## src/rtl/workgroup_pkg.sv

```systemverilog
`default_nettype none
// ============================================================================
// Module      : workgroup_pkg
// Description : Shared types and constants for the workgroup L2 arbiter:
//               slot count, ACP slot index, FSM states and register set.
// Revision    : 1.0 - initial release
// ============================================================================
package workgroup_pkg;

    localparam int unsigned CFG_CPU_MAX          = 4;
    localparam int unsigned CFG_SYSBUS_ADDR_BITS = 32;
    localparam int unsigned CFG_SYSBUS_DATA_BITS = 64;

    // Request slots: cores 0..CFG_CPU_MAX-1, ACP in the last slot.
    localparam int unsigned N             = CFG_CPU_MAX + 1;
    localparam int unsigned SLOT_IDX_BITS = $clog2(N);

    typedef logic [SLOT_IDX_BITS-1:0] slot_idx_t;

    localparam slot_idx_t ACP_SLOT_IDX = slot_idx_t'(CFG_CPU_MAX);

    typedef enum logic [1:0] {
        IDLE      = 2'd0,
        REQ       = 2'd1,
        WAIT_RESP = 2'd2
    } l2_arb_state_t;

    // Complete arbiter register set; owner/write/addr are the latched request.
    typedef struct packed {
        l2_arb_state_t                   state;
        slot_idx_t                       rr_ptr;
        slot_idx_t                       owner;
        logic                            write;
        logic [CFG_SYSBUS_ADDR_BITS-1:0] addr;
    } l2_arb_regs_t;

    localparam l2_arb_regs_t c_l2_arb_regs_reset = '{
        state  : IDLE,
        rr_ptr : '0,
        owner  : '0,
        write  : 1'b0,
        addr   : '0
    };

    // Next slot index, wrapping N-1 -> 0.
    function automatic slot_idx_t slot_inc(input slot_idx_t s);
        return (s == slot_idx_t'(N - 1)) ? '0 : s + 1'b1;
    endfunction

endpackage
`default_nettype wire

```

## src/rtl/wg_l2_arbiter_if.sv

```systemverilog
`default_nettype none
// ============================================================================
// Module      : wg_l2_arbiter_if
// Description : Request slots plus downstream L2 bus of the workgroup arbiter.
//               Signal directions are named from the arbiter's point of view.
// Revision    : 1.0 - initial release
// ============================================================================
interface wg_l2_arbiter_if;
    import workgroup_pkg::*;

    logic [N-1:0]                           i_req_valid;
    logic [N-1:0]                           i_req_write;
    logic [N-1:0][CFG_SYSBUS_ADDR_BITS-1:0] i_req_addr;
    logic [N-1:0]                           o_req_ready;
    logic [N-1:0]                           o_resp_valid;
    logic [CFG_SYSBUS_DATA_BITS-1:0]        o_resp_data;

    logic                                   o_l2_req_valid;
    logic                                   o_l2_req_write;
    logic [CFG_SYSBUS_ADDR_BITS-1:0]        o_l2_req_addr;
    slot_idx_t                              o_l2_req_src;
    logic                                   i_l2_req_ready;
    logic                                   i_l2_resp_valid;
    logic [CFG_SYSBUS_DATA_BITS-1:0]        i_l2_resp_data;

    // Arbiter side.
    modport slave (
        input  i_req_valid, i_req_write, i_req_addr,
        output o_req_ready, o_resp_valid, o_resp_data,
        output o_l2_req_valid, o_l2_req_write, o_l2_req_addr, o_l2_req_src,
        input  i_l2_req_ready, i_l2_resp_valid, i_l2_resp_data
    );

    // Requesters plus L2 side.
    modport master (
        output i_req_valid, i_req_write, i_req_addr,
        input  o_req_ready, o_resp_valid, o_resp_data,
        input  o_l2_req_valid, o_l2_req_write, o_l2_req_addr, o_l2_req_src,
        output i_l2_req_ready, i_l2_resp_valid, i_l2_resp_data
    );

endinterface
`default_nettype wire

```

## src/rtl/wg_l2_arbiter_rr_prio_pick.sv

```systemverilog
`default_nettype none
// ============================================================================
// Module      : rr_prio_pick
// Description : Round-robin priority search: first valid slot at or above
//               the pointer, wrapping from N-1 back to 0.
// Revision    : 1.0 - initial release
// ============================================================================
module rr_prio_pick
    import workgroup_pkg::*;
(
    input  logic [N-1:0] i_valid,
    input  slot_idx_t    i_ptr,
    output slot_idx_t    o_idx,
    output logic         o_found
);

    // Scan offsets from farthest to nearest so the nearest valid slot wins.
    always_comb begin
        int w_j;
        w_j     = 0;
        o_idx   = '0;
        o_found = 1'b0;
        for (int i = int'(N) - 1; i >= 0; i--) begin
            w_j = int'(i_ptr) + i;
            if (w_j >= int'(N)) begin
                w_j = w_j - int'(N);
            end
            if (i_valid[slot_idx_t'(w_j)]) begin
                o_idx   = slot_idx_t'(w_j);
                o_found = 1'b1;
            end
        end
    end

endmodule
`default_nettype wire

```

## src/rtl/wg_l2_arbiter.sv

```systemverilog
`default_nettype none
// ============================================================================
// Module      : wg_l2_arbiter
// Description : Single-outstanding L2 request arbiter for the core slots and
//               the ACP slot. Round-robin grant, optional strict ACP priority.
// Revision    : 1.0 - initial release
// ============================================================================
module wg_l2_arbiter
    import workgroup_pkg::*;
#(
    parameter bit acp_priority = 1'b0
) (
    input  logic            i_clk,
    input  logic            i_nrst,
    wg_l2_arbiter_if.slave  bus
);

    l2_arb_regs_t                    r_regs;
    l2_arb_regs_t                    w_regs_next;
    slot_idx_t                       w_rr_idx;
    logic                            w_rr_found;
    slot_idx_t                       w_winner;

    logic [N-1:0]                    w_req_ready;
    logic [N-1:0]                    w_resp_valid;
    logic [CFG_SYSBUS_DATA_BITS-1:0] w_resp_data;
    logic                            w_l2_req_valid;
    logic                            w_l2_req_write;
    logic [CFG_SYSBUS_ADDR_BITS-1:0] w_l2_req_addr;
    slot_idx_t                       w_l2_req_src;

    rr_prio_pick u_rr_prio_pick (
        .i_valid (bus.i_req_valid),
        .i_ptr   (r_regs.rr_ptr),
        .o_idx   (w_rr_idx),
        .o_found (w_rr_found)
    );

    // A valid ACP always implies w_rr_found, so only the index needs overriding.
    assign w_winner = (acp_priority && bus.i_req_valid[ACP_SLOT_IDX]) ? ACP_SLOT_IDX : w_rr_idx;

    // Register set; asynchronous reset aborts any transaction in flight.
    always_ff @(posedge i_clk or negedge i_nrst) begin
        if (!i_nrst) begin
            r_regs <= c_l2_arb_regs_reset;
        end else begin
            r_regs <= w_regs_next;
        end
    end

    // Next-state and output decode; outputs are zero outside their own state.
    always_comb begin
        w_regs_next    = r_regs;
        w_req_ready    = '0;
        w_resp_valid   = '0;
        w_resp_data    = '0;
        w_l2_req_valid = 1'b0;
        w_l2_req_write = 1'b0;
        w_l2_req_addr  = '0;
        w_l2_req_src   = '0;
        case (r_regs.state)
            IDLE: begin
                if (w_rr_found) begin
                    w_regs_next.owner = w_winner;
                    w_regs_next.write = bus.i_req_write[w_winner];
                    w_regs_next.addr  = bus.i_req_addr[w_winner];
                    w_regs_next.state = REQ;
                end
            end
            REQ: begin
                w_l2_req_valid             = 1'b1;
                w_l2_req_write             = r_regs.write;
                w_l2_req_addr              = r_regs.addr;
                w_l2_req_src               = r_regs.owner;
                w_req_ready[r_regs.owner]  = bus.i_l2_req_ready;
                if (bus.i_l2_req_ready) begin
                    w_regs_next.state = WAIT_RESP;
                end
            end
            WAIT_RESP: begin
                w_resp_valid[r_regs.owner] = bus.i_l2_resp_valid;
                w_resp_data                = bus.i_l2_resp_data;
                if (bus.i_l2_resp_valid) begin
                    w_regs_next.state  = IDLE;
                    w_regs_next.rr_ptr = slot_inc(r_regs.owner);
                end
            end
            default: begin
                w_regs_next = c_l2_arb_regs_reset;
            end
        endcase
    end

    assign bus.o_req_ready    = w_req_ready;
    assign bus.o_resp_valid   = w_resp_valid;
    assign bus.o_resp_data    = w_resp_data;
    assign bus.o_l2_req_valid = w_l2_req_valid;
    assign bus.o_l2_req_write = w_l2_req_write;
    assign bus.o_l2_req_addr  = w_l2_req_addr;
    assign bus.o_l2_req_src   = w_l2_req_src;

endmodule
`default_nettype wire

```

## src/flat_wrapper.sv

```systemverilog
// flat-port wrapper written by rule: the top's interface ports become plain ports
module wg_l2_arbiter_flat import workgroup_pkg::*;
#(
    parameter bit acp_priority = 1'b0
)
  (i_clk, i_nrst, bus_i_req_valid, bus_i_req_write, bus_i_req_addr, bus_o_req_ready, bus_o_resp_valid, bus_o_resp_data, bus_o_l2_req_valid, bus_o_l2_req_write, bus_o_l2_req_addr, bus_o_l2_req_src, bus_i_l2_req_ready, bus_i_l2_resp_valid, bus_i_l2_resp_data);
  wg_l2_arbiter_if bus_i ();
  input  logic i_clk;
  input  logic i_nrst;
  input wire logic [$bits(bus_i.i_req_valid)-1:0] bus_i_req_valid;
  input wire logic [$bits(bus_i.i_req_write)-1:0] bus_i_req_write;
  input wire logic [$bits(bus_i.i_req_addr)-1:0] bus_i_req_addr;
  output wire logic [$bits(bus_i.o_req_ready)-1:0] bus_o_req_ready;
  output wire logic [$bits(bus_i.o_resp_valid)-1:0] bus_o_resp_valid;
  output wire logic [$bits(bus_i.o_resp_data)-1:0] bus_o_resp_data;
  output wire logic [$bits(bus_i.o_l2_req_valid)-1:0] bus_o_l2_req_valid;
  output wire logic [$bits(bus_i.o_l2_req_write)-1:0] bus_o_l2_req_write;
  output wire logic [$bits(bus_i.o_l2_req_addr)-1:0] bus_o_l2_req_addr;
  output wire logic [$bits(bus_i.o_l2_req_src)-1:0] bus_o_l2_req_src;
  input wire logic [$bits(bus_i.i_l2_req_ready)-1:0] bus_i_l2_req_ready;
  input wire logic [$bits(bus_i.i_l2_resp_valid)-1:0] bus_i_l2_resp_valid;
  input wire logic [$bits(bus_i.i_l2_resp_data)-1:0] bus_i_l2_resp_data;
  assign bus_i.i_req_valid = bus_i_req_valid;
  assign bus_i.i_req_write = bus_i_req_write;
  assign bus_i.i_req_addr = bus_i_req_addr;
  assign bus_o_req_ready = bus_i.o_req_ready;
  assign bus_o_resp_valid = bus_i.o_resp_valid;
  assign bus_o_resp_data = bus_i.o_resp_data;
  assign bus_o_l2_req_valid = bus_i.o_l2_req_valid;
  assign bus_o_l2_req_write = bus_i.o_l2_req_write;
  assign bus_o_l2_req_addr = bus_i.o_l2_req_addr;
  assign bus_o_l2_req_src = bus_i.o_l2_req_src;
  assign bus_i.i_l2_req_ready = bus_i_l2_req_ready;
  assign bus_i.i_l2_resp_valid = bus_i_l2_resp_valid;
  assign bus_i.i_l2_resp_data = bus_i_l2_resp_data;
  wg_l2_arbiter #(.acp_priority(acp_priority)) u_core (.i_clk(i_clk), .i_nrst(i_nrst), .bus(bus_i));
endmodule
```

## config.mk

```make
export PLATFORM = sky130hd
export DESIGN_NAME = wg_l2_arbiter_flat
export DESIGN_NICKNAME = d
export VERILOG_FILES = /design/src/rtl/workgroup_pkg.sv /design/src/rtl/wg_l2_arbiter_if.sv /design/src/rtl/wg_l2_arbiter_rr_prio_pick.sv /design/src/rtl/wg_l2_arbiter.sv /design/src/flat_wrapper.sv
export SDC_FILE = /design/constraint.sdc
export NUM_CORES = 1
export LEC_CHECK = 0
export BUFFER_PORTS_ARGS = -buffer_cell sky130_fd_sc_hd__buf_4
export CAP_MARGIN = 20
export CORE_AREA = 2 2 134 136
export DETAILED_ROUTE_END_ITERATION = 7
export DIE_AREA = 0 0 136 138
export MAX_ROUTING_LAYER = met4
export PLACE_DENSITY_LB_ADDON = 0.3
export SETUP_SLACK_MARGIN = 0.2
export SYNTH_ARGS = -nofsm -noshare
export SYNTH_HDL_FRONTEND = slang
export SYNTH_SLANG_ARGS = --single-unit
export TNS_END_PERCENT = 100
```

## constraint.sdc

```tcl
create_clock -name i_clk -period 6.3 [get_ports i_clk]
set_clock_uncertainty 0.1 [all_clocks]
set_input_delay 1.26 -clock i_clk [delete_from_list [all_inputs] [get_ports i_clk]]
set_output_delay 1.26 -clock i_clk [all_outputs]
set_load 0.01 [all_outputs]
```

==> flow_summary.json <==
{
  "cts_tree": "built",
  "place_inst": 1178,
  "routed_wirelength_um": 20300,
  "crit_path_end": "u_core.r_regs[24]",
  "hold_viol": 0,
  "cp-start-kind": "register",
  "cpMaxStageDelayCell": "and2_2",
  "power.share.sequential_pct": 14.2,
  "place_congestion": 0.9251,
  "synth_edf_count": 0,
  "post_drt_wl_per_cell_um": 17.13,
  "total_leakage_power_uw": 0.003787,
  "die_area_um2": 18770,
  "clkLatencyLatePin_ns": 0.27,
  "p_comb_share_pct": 76.9,
  "critPathBufInv": 3,
  "fin_cells": 1185,
  "cts.sinks": 41,
  "r2r_start": "u_core.r_regs[37]",
  "hold_class": "reg -> reg",
  "grt_overflow": 0,
  "worst-r2r-cell-count": 13,
  "period_share_pct": 76.83,
  "cts_setup_buffers": 0,
  "p_sw_uw": 1585,
  "fin_crit_ns": 4.841,
  "cp_top_family": "simple AND/OR/NAND/NOR gates",
  "cp.arrival_ns": 4.91,
  "clockBufferDepth": 2,
  "synth_cell_types": 73,
  "final_cell_mix": "358 x buf_4, 119 x nand2_1, 101 x and2_1, 41 x dfrtp_1",
  "drc": 0,
  "drt_pass1_iterations": 5,
  "ctsHoldBuffers": 0,
  "viasPerCell": 5.030,
  "swShare_pct": 49.53,
  "critical_path.most_common_cell": "inv_1",
  "die_x_um": 136,
  "met1_length_um": 8456,
  "setup_viol": 0,
  "cts_root_buf": "clkbuf_16",
  "p_clk_share_pct": 8.9,
  "worstPathCellList": "inv_1 -> ha_1 -> inv_1 -> nor4_1 -> o21ai_0 -> nand4_1 -> nor2_1 -> o211ai_1 -> and2_2 -> buf_4 -> mux2i_1 -> a32o_1 -> o21ai_1",
  "core_um2": 17530,
  "r2r_setup_slack_ns": 1.46,
  "nets": 1209,
  "pin_count": 349,
  "grt_pass1_wl_um": 30880,
  "grt_pass1_vias": 5753,
  "ys_seq_elements": 41,
  "max_cap_violations": 0,
  "synthCells": 643,
  "yosys_warnings": 0,
  "endpoint_kind": "register",
  "postSynthAreaPerCell_um2": 7.708,
  "syn_area_um2": 4956,
  "ant_nets": 0,
  "cts.repair.resized": 0,
  "hpwl_um": 16070,
  "ys.flop_type": "dfrtp_1",
  "p_per_area_nw_per_um2": 411.1,
  "top_layer_used": "met4",
  "track_usage_pct": 21.07,
  "largest_reg_flops": 41,
  "tns_ns": 0,
  "crit_cells": 13,
  "syn-num-nets": 896,
  "layout_commonest_cell": "buf_4",
  "clkTransAtPathRegs_ns": 0.06,
  "status": "finished, final reports clean",
  "n_fill_cell": 1800,
  "htree_num_levels": 2,
  "syn_to_final_growth_pct": 57.08,
  "vdd_drop_max_v": 0.0002623,
  "portBuffers": 348,
  "drtIter0Drc": 318,
  "crit_fanout": 33,
  "reg2reg_to": "u_core.r_regs[24]",
  "ys_seq_area_share_pct": 20.70,
  "rows": 49,
  "internal-power_uw": 1615,
  "dr_total_vias": 5960,
  "wl_met3_um": 1440,
  "rsz0062_at_grt": "no",
  "initial_core_util_pct": 28.26,
  "worst_pin_slew_ns": 0.9223,
  "post-route-util_pct": 44.40,
  "grt_max_degree": 72,
  "power_uw": 3201,
  "critPathKind": "reg -> reg",
  "largestRegisters": "u_core.r_regs: 41 flops",
  "antenna_found_initial": 0,
  "critical_path.startpoint": "u_core.r_regs[37]",
  "fmax_mhz": 206.6,
  "slew_headroom_pct": 38.52,
  "slew_violations": 0,
  "top_register": "u_core.r_regs",
  "drive_gt1_share_pct": 41.42,
  "cts_inserted_buffers": 5,
  "wl_met2_um": 10180,
  "worstPathRequired_ns": 6.37,
  "slowest_delay_ns": 0.75,
  "async_flop_share_pct": 100.0,
  "antenna-diode-count": 0,
  "chipHeight_um": 138
}
stage by stage:
stage,hold slack (ns),instance area [µm²],setup slack (ns)
6_report,0.3730,7785,1.459
5_1_grt,0.3982,7785,1.083
4_1_cts,0.3797,7785,1.556
3_5_place_dp,0.3651,7625,1.568
3_3_place_gp,0.3566,7625,1.686
2_1_floorplan,0.3424,4956,2.585
worst min-delay path, stage by stage (launching register included):
cell and delay (ns):
dfrtp_1 0.34, nand2_1 0.04, o21ai_0 0.06
per-layer routing:
layer | GRT usage, % | up-vias
met5 | - | -
li1 | - | 2904
met2 | 36.76 | 240
met3 | 3.520 | 16
met1 | 25.94 | 2800
met4 | 3.070 | 0
synthesized netlist by cell type (2+ instances only):
cell type | number | area share, %
buf_6 | 7 | 1.6
dfrtp_1 | 41 | 21
and2_1 | 101 | 13
a21oi_2 | 2 | 0.35
a32o_1 | 32 | 6.5
nor3b_1 | 3 | 0.45
nor2b_1 | 5 | 0.63
nor4_1 | 6 | 0.76
a2111oi_0 | 2 | 0.35
a22oi_1 | 3 | 0.45
nand4_1 | 3 | 0.38
mux4_2 | 2 | 0.91
buf_8 | 2 | 0.61
o21ai_0 | 14 | 1.4
xnor2_2 | 2 | 0.66
nand2_1 | 119 | 9.0
buf_4 | 10 | 1.5
buf_2 | 9 | 0.91
a211oi_1 | 6 | 0.91
nor3_1 | 5 | 0.50
a21boi_0 | 2 | 0.30
inv_1 | 16 | 1.2
a21oi_1 | 40 | 4.0
o21ai_1 | 33 | 3.3
o211ai_1 | 5 | 0.76
o31a_1 | 4 | 0.71
nand3_1 | 7 | 0.71
nand2b_1 | 10 | 1.3
mux2_2 | 4 | 0.91
nor3b_2 | 2 | 0.50
clkbuf_1 | 24 | 1.8
nor2_1 | 22 | 1.7
ha_1 | 14 | 3.5
or2_2 | 2 | 0.25
xnor2_1 | 2 | 0.35
mux2i_1 | 40 | 8.1
and3_1 | 2 | 0.25
a21o_1 | 3 | 0.45
or4_1 | 2 | 0.30
o21a_1 | 2 | 0.30
how the worst min path moves through the flow:
| stage | start | to | slack [ns] | depth (start not counted) |
|---|---|---|---|---|
| 6_report | u_core.r_regs[21] | u_core.r_regs[21] | 0.37 | 2 |
| 5_1_grt | u_core.r_regs[32] | u_core.r_regs[32] | 0.40 | 2 |
| 2_1_floorplan | u_core.r_regs[19] | u_core.r_regs[19] | 0.34 | 2 |
| 3_5_place_dp | u_core.r_regs[21] | u_core.r_regs[21] | 0.37 | 2 |
| 4_1_cts | u_core.r_regs[21] | u_core.r_regs[21] | 0.38 | 2 |
| 3_3_place_gp | u_core.r_regs[19] | u_core.r_regs[19] | 0.36 | 2 |
cell type report:
class	count	area, µm²	share of cell area, %
multi-input combinational	533	3561	45.74
timing repair buffer	358	2688	34.52
sequential	41	1026	13.18
tap	229	286.5	3.680
clock buffer	5	125.1	1.607
inverter	17	63.81	0.8197
clock inverter	2	35.03	0.4500
power by group through the flow:
stage          Clock (µW)  Combinational (µW)  Sequential (µW)
3_5_place_dp            0                2470              457
4_1_cts               289                2480              453
2_1_floorplan           0                1810              422
6_report              286                2460              453
5_1_grt               301                2700              468
3_3_place_gp            0                2470              456
cell families after synthesis:
logic type,after synthesis,share of synthesized area [%]
AND/OR/NAND/NOR,298,31.36
AO/OA/AOI/OAI,169,24.84
buffers and inverters,69,7.725
multiplexers,47,10.43
flip-flops,41,20.70
adder cells (fa/ha/maj),15,3.938
XOR/XNOR,4,1.010
No activity file was read; power rests on OpenSTA's default activity.
